[config.mk]
export PLATFORM = sky130hd
export DESIGN_NAME = sequence_search_coordinator
export DESIGN_NICKNAME = d
export VERILOG_FILES = /design/src/rtl/sequence_search_coordinator.sv
export SDC_FILE = /design/constraint.sdc
export NUM_CORES = 1
export LEC_CHECK = 0
export CAP_MARGIN = 10
export CORE_ASPECT_RATIO = 1.75
export CORE_MARGIN = 3
export CORE_UTILIZATION = 55
export DETAILED_ROUTE_END_ITERATION = 7
export PLACE_DENSITY_LB_ADDON = 0.05
export SLEW_MARGIN = 30
export SYNTH_ARGS = -nofsm -noshare
export SYNTH_HDL_FRONTEND = slang
export SYNTH_SLANG_ARGS = --single-unit
[constraint.sdc]
create_clock -name clk -period 4.6 [get_ports clk]
set_clock_uncertainty 0.15 [all_clocks]
set_input_delay 0.69 -clock clk [delete_from_list [all_inputs] [get_ports clk]]
set_output_delay 0.69 -clock clk [all_outputs]
set_load 0.01 [all_outputs]
[src/rtl/sequence_search_coordinator.sv]
// rtl/sequence_search_coordinator.sv - sweeps generator sequence lengths and tallies comparator hits
//
// Purpose: for each length from MIN_LENGTH up to a host limit, pulse the
// generator start, wait for its completion edge, let the multiplier/comparator
// pipeline drain, and count hits. Reports the first length with a hit, the
// saturating hit total and done/error/aborted status to the host.
//
// Ports:
//   clk, reset          clock, synchronous active-low reset
//   run, abort          host start pulse / abort request
//   stop_on_hit         end the sweep after the first length with a hit
//   length_limit        last length to sweep (sampled with run)
//   busy, done          sweep in progress / one-cycle end pulse
//   error, aborted      last run rejected / last sweep aborted
//   found, found_length first hit flag and its length
//   total_hits          saturating hit count over the sweep
//   gen_max_length      length presented to the generator
//   gen_start           generator start pulse
//   gen_complete        generator completion level
//   match_valid/hit     comparator result strobe and result
module sequence_search_coordinator #(
  parameter int SEQ_INDEX_BITS   = 5,
  parameter int MIN_LENGTH       = 1,
  parameter int MAX_LENGTH_LIMIT = 5,
  parameter int DRAIN_CYCLES     = 8,
  parameter int HIT_BITS         = 16
) (
  input  logic                      clk,
  input  logic                      reset,
  input  logic                      run,
  input  logic                      abort,
  input  logic                      stop_on_hit,
  input  logic [SEQ_INDEX_BITS-1:0] length_limit,
  output logic                      busy,
  output logic                      done,
  output logic                      error,
  output logic                      aborted,
  output logic                      found,
  output logic [SEQ_INDEX_BITS-1:0] found_length,
  output logic [HIT_BITS-1:0]       total_hits,
  output logic [SEQ_INDEX_BITS-1:0] gen_max_length,
  output logic                      gen_start,
  input  logic                      gen_complete,
  input  logic                      match_valid,
  input  logic                      match_hit
);

  localparam int DRAIN_BITS = $clog2(DRAIN_CYCLES + 1);

  typedef enum logic [2:0] {
    S_IDLE, S_LAUNCH, S_RUNNING, S_DRAIN, S_FINISH, S_ABORTING
  } state_t;

  state_t                    state_q, state_d;
  logic [SEQ_INDEX_BITS-1:0] cur_len_q, cur_len_d;
  logic [SEQ_INDEX_BITS-1:0] lim_q, lim_d;
  logic                      stop_q, stop_d;
  logic [HIT_BITS-1:0]       len_hits_q, len_hits_d;
  logic [HIT_BITS-1:0]       total_hits_q, total_hits_d;
  logic [DRAIN_BITS-1:0]     drain_q, drain_d;
  logic                      gc_prev_q;
  logic                      found_q, found_d;
  logic [SEQ_INDEX_BITS-1:0] found_len_q, found_len_d;
  logic                      error_q, error_d;
  logic                      aborted_q, aborted_d;
  logic                      done_q, done_d;

  logic gc_rise;
  logic count_en;
  logic found_now;
  logic limit_ok;

  // Only a fresh edge counts: a level left high from the previous length is ignored.
  assign gc_rise  = gen_complete & ~gc_prev_q;
  assign count_en = match_valid & match_hit &
                    ((state_q == S_RUNNING) || (state_q == S_DRAIN));
  assign limit_ok = (length_limit >= SEQ_INDEX_BITS'(MIN_LENGTH)) &&
                    (length_limit <= SEQ_INDEX_BITS'(MAX_LENGTH_LIMIT));

  always_comb begin
    state_d      = state_q;
    cur_len_d    = cur_len_q;
    lim_d        = lim_q;
    stop_d       = stop_q;
    len_hits_d   = len_hits_q;
    total_hits_d = total_hits_q;
    drain_d      = drain_q;
    found_d      = found_q;
    found_len_d  = found_len_q;
    error_d      = error_q;
    aborted_d    = aborted_q;
    done_d       = 1'b0;
    found_now    = 1'b0;

    // Counted before any evaluation in the same cycle.
    if (count_en) begin
      if (len_hits_q != '1)   len_hits_d   = len_hits_q + 1'b1;
      if (total_hits_q != '1) total_hits_d = total_hits_q + 1'b1;
    end

    unique case (state_q)
      S_IDLE: begin
        if (run) begin
          if (limit_ok) begin
            lim_d        = length_limit;
            stop_d       = stop_on_hit;
            found_d      = 1'b0;
            found_len_d  = '0;
            total_hits_d = '0;
            error_d      = 1'b0;
            aborted_d    = 1'b0;
            cur_len_d    = SEQ_INDEX_BITS'(MIN_LENGTH);
            state_d      = S_LAUNCH;
          end else begin
            error_d = 1'b1;
            done_d  = 1'b1;
          end
        end
      end
      S_LAUNCH: begin
        len_hits_d = '0;
        state_d    = abort ? S_ABORTING : S_RUNNING;
      end
      S_RUNNING: begin
        if (abort) begin
          state_d = S_ABORTING;
        end else if (gc_rise) begin
          drain_d = DRAIN_BITS'(DRAIN_CYCLES);
          state_d = S_DRAIN;
        end
      end
      S_DRAIN: begin
        if (abort) begin
          aborted_d = 1'b1;
          state_d   = S_FINISH;
        end else if (drain_q == '0) begin
          found_now = found_q | (len_hits_d != '0);
          if ((len_hits_d != '0) && !found_q) begin
            found_d     = 1'b1;
            found_len_d = cur_len_q;
          end
          if (stop_q && found_now) begin
            state_d = S_FINISH;
          end else if (cur_len_q == lim_q) begin
            state_d = S_FINISH;
          end else begin
            cur_len_d = cur_len_q + 1'b1;
            state_d   = S_LAUNCH;
          end
        end else begin
          drain_d = drain_q - 1'b1;
        end
      end
      S_ABORTING: begin
        // Hold off until the generator is back waiting before finishing.
        if (gc_rise) begin
          aborted_d = 1'b1;
          state_d   = S_FINISH;
        end
      end
      S_FINISH: begin
        done_d  = 1'b1;
        state_d = S_IDLE;
      end
      default: state_d = S_IDLE;
    endcase
  end

  always_ff @(posedge clk) begin
    if (!reset) begin
      state_q      <= S_IDLE;
      cur_len_q    <= '0;
      lim_q        <= '0;
      stop_q       <= 1'b0;
      len_hits_q   <= '0;
      total_hits_q <= '0;
      drain_q      <= '0;
      gc_prev_q    <= 1'b0;
      found_q      <= 1'b0;
      found_len_q  <= '0;
      error_q      <= 1'b0;
      aborted_q    <= 1'b0;
      done_q       <= 1'b0;
    end else begin
      state_q      <= state_d;
      cur_len_q    <= cur_len_d;
      lim_q        <= lim_d;
      stop_q       <= stop_d;
      len_hits_q   <= len_hits_d;
      total_hits_q <= total_hits_d;
      drain_q      <= drain_d;
      gc_prev_q    <= gen_complete;
      found_q      <= found_d;
      found_len_q  <= found_len_d;
      error_q      <= error_d;
      aborted_q    <= aborted_d;
      done_q       <= done_d;
    end
  end

  assign busy           = (state_q != S_IDLE);
  assign gen_start      = (state_q == S_LAUNCH);
  assign gen_max_length = cur_len_q;
  assign done           = done_q;
  assign error          = error_q;
  assign aborted        = aborted_q;
  assign found          = found_q;
  assign found_length   = found_len_q;
  assign total_hits     = total_hits_q;

endmodule

==> qor.txt <==
Status -> finished clean
Slew @ Worst Pin -> 845 ps
Fin crit period -> 3880 ps
Psw -> 328 uW
FF+latch count, synth -> 60
Hold Violations, Final -> 0
Post-synth EDFFs -> 0
Fmax -> 258 MHz
Commonest cells after routing, fill and taps aside -> 60 x dfxtp_1, 48 x nor2_1, 44 x clkdlybuf4s50_1
Internal power -> 968 uW
# hold bufs at CTS -> 0
R2r worst-path depth -> 10
Commonest non-fill, non-tap cell in the layout -> dfxtp_1
Initial Utilization -> 57.6%
Endpoints failing setup -> 0
Vias after detailed routing -> 2967
Die area -> 6890 um2
GR Util All Layers -> 23.2%
End of the worst hold path -> error
PortBufs -> 44
Mean number of vias per cell -> 5.82
Pre-antenna DRT Iters -> 5
Reg2reg start -> len_hits_q[0]
Layout area overhead -> 21.1%
First-pass GRT wire length -> 12.7 mm
LEAKAGE -> 1.46 nW
CP Data Arrival Time -> 3990 ps
Largest net degree at the start of global routing -> 27
Crit path max-delay cell type -> o41ai_2
Layout Utilization -> 69.8%
Tcrit/Tclk final -> 84.3%
Max-slew headroom -> 43.5%
Clock Pin Slew Worst Setup and Hold Paths -> 60 ps
Worst Hold Depth -> 2
Primary FF master, synth -> dfxtp_1
Maximum buffer depth of the clock tree -> 2
Resized cells post-CTS -> 0
# nets final -> 447
Root Buffer -> clkbuf_8
Cell Area, Synth -> 3240 um2
Hold Crit Class -> flop to flop
R2R Setup Slk -> 720 ps
Clk Latency, worst-skew pair -> 350 ps
Total Routed Length -> 7.39 mm
PwrDens -> 330 nW/um2
Share of flip-flops with an asynchronous set or reset -> 0%
Initial antenna violation count -> 0
Ports -> 45
Crit Path Category -> flop to flop
Clock share of power -> 42.7%
Sequential fraction of design power -> 42.3%
Worst Setup End Kind -> flop
Cell family with most CP delay -> compound AO/OA/AOI/OAI gates
Mean area per synthesized cell -> 8.19 um2
RSZ-0062 raised after global routing -> no
Worst VDD drop -> 0.000385 V
Startpoint types -> flop
Synth cell types -> 55
Global route overflow -> 0
R2r endpoint -> gen_max_length[4]
TritonCTS clock tree -> yes
WP data required -> 4720 ps
TNS Setup -> 0 ps
# fillers -> 469
Syn Nets -> 414
Sequential area share after synthesis -> 37.0%
Crit path max fanout -> 10
Hold path start -> error
Comb pwr share -> 15.1%
Sw Share -> 25.3%
Share of post-route cells with drive strength above 1 -> 6.68%
Final slew viol count -> 0
Final worst slack -> 724 ps
Number of routed nets with antenna violations -> 0
Buf+Inv Stages, Crit Path -> 0
Worst slack, placed -> 533 ps
Detailed Route Iter0 Violations -> 204
Die X -> 64.0 um
DR WL/cell -> 14.5 um
Total power -> 1.30 mW
Ys Warns -> 0
Postcts setup bufs -> 0
N_diodes -> 0
Die height -> 108 um
DRC viols -> 0
Critical Path Max Stage Delay -> 620 ps
Max-cap violation count -> 0
Total CTS buffers -> 9
# rows -> 36
Vias in the first global route -> 2828
Placeable core region -> 5630 um2
Synthesized netlist cell count -> 396
HPWL after DPL -> 5.28 mm
GPL Wtd Cong -> 0.939
Sequence of cells on the critical path -> ha_1, nand4_2, o41ai_2, nor2_1, or3b_1, a22o_1, o41ai_4, a21oi_2, or4_1, a21oi_1
CTS H-tree lvls -> 3
Clk sink count -> 60
[Yosys cell counts (all sizes together) (2+ instances only)]
library cell | count | area [um2]
dfxtp | 60 | 1200
a21oi | 17 | 88.8
nand2 | 33 | 124
mux2i | 5 | 50.1
ha | 5 | 62.6
o211ai | 2 | 15.0
nor2 | 48 | 180
nand3 | 22 | 115
xnor2 | 14 | 123
nand4b | 4 | 35.0
and3 | 14 | 87.6
buf | 7 | 43.8
or3 | 8 | 50.1
clkbuf | 17 | 66.3
nand4 | 12 | 96.3
a31o | 2 | 17.5
o21a | 7 | 52.6
a31oi | 6 | 37.5
nor2b | 11 | 68.8
and2 | 3 | 18.8
a21boi | 3 | 22.5
inv | 6 | 22.5
a21o | 2 | 15.0
and4 | 6 | 52.6
xor2 | 16 | 140
a211oi | 5 | 37.5
nor4 | 2 | 12.5
o31ai | 2 | 15.0
o21ai | 12 | 60.1
o41ai | 2 | 43.8
nor3 | 17 | 85.1
nand2b | 8 | 50.1
nor3b | 5 | 37.5
or4 | 3 | 26.3
[state kept, by name (all words and copies together), names as in the netlist]
signal,cells
lim_q,5
found_length,5
state_q,3
gen_max_length,5
found,1
gc_prev_q,1
aborted,1
stop_q,1
error,1
drain_q,4
len_hits_q,16
total_hits,16
done,1
[layer usage]
metal  wire [um]  share of wire [%]  up-vias  track usage, %
li1            -                  -     1467               -
met1        2960                 40     1417            24.9
met2        4040                 55       65            41.5
met3         219                3.0       18            4.81
met4         170                2.3        0            12.5
met5           0                  0        -               0
[worst max path at each step]
stage | startpoint | endpoint | slack (ps) | depth (start not counted)
3_3_place_gp | match_valid | found_length[3] | 500 | 9
5_1_grt | len_hits_q[0] | gen_max_length[4] | 440 | 10
4_1_cts | len_hits_q[0] | gen_max_length[4] | 750 | 10
6_report | len_hits_q[0] | gen_max_length[4] | 720 | 10
3_5_place_dp | match_hit | gen_max_length[4] | 530 | 10
2_1_floorplan | len_hits_q[0] | gen_max_length[4] | 1140 | 11
[power by group through the flow]
stage	Clock, mW	Sequential [mW]	Combinational, mW
after detailed placement	0	0.559	0.196
final	0.553	0.548	0.195
after floorplan	0	0.558	0.123
after global routing	0.582	0.549	0.217
after CTS	0.564	0.547	0.197
after global placement	0	0.558	0.192
[logic make-up (layout without fill, tap and decap cells)]
| logic type | Yosys count | after routing | share of synthesized area [%] |
|---|---|---|---|
| simple gates | 200 | 200 | 33.1 |
| compound gates | 66 | 66 | 14.2 |
| flops | 60 | 60 | 37.0 |
| xor+xnor | 30 | 30 | 8.10 |
| buf+inv | 30 | 68 | 4.09 |
| fa+ha+maj | 5 | 5 | 1.93 |
| mux | 5 | 5 | 1.54 |
[per-stage QoR]
| stage | area [um2] | std cells | hold slack (ps) |
|---|---|---|---|
| after floorplan | 3240 | 396 | 323 |
| after global placement | 3680 | 494 | 308 |
| after detailed placement | 3690 | 494 | 322 |
| after CTS | 3930 | 510 | 341 |
| after global routing | 3930 | 510 | 365 |
| final | 3930 | 510 | 332 |
[cell type report]
cell class	instances	area, um2	share of cell area, %
multi-input cells	306	1920	48.8
flip-flops and latches	60	1200	30.6
repair buffers	46	455	11.6
clock buffers	12	165	4.21
well taps	76	95.1	2.42
clock inverters	4	70.1	1.78
inverters	6	22.5	0.573
[worst register-to-register path: stages (launching register included)]
cell and delay (ps):
dfxtp_1 430, ha_1 300, nand4_2 210, o41ai_2 620
nor2_1 160, or3b_1 380, a22o_1 300, o41ai_4 380
a21oi_2 180, or4_1 530, a21oi_1 140
Note: power is estimated with default switching activity, not from simulation.
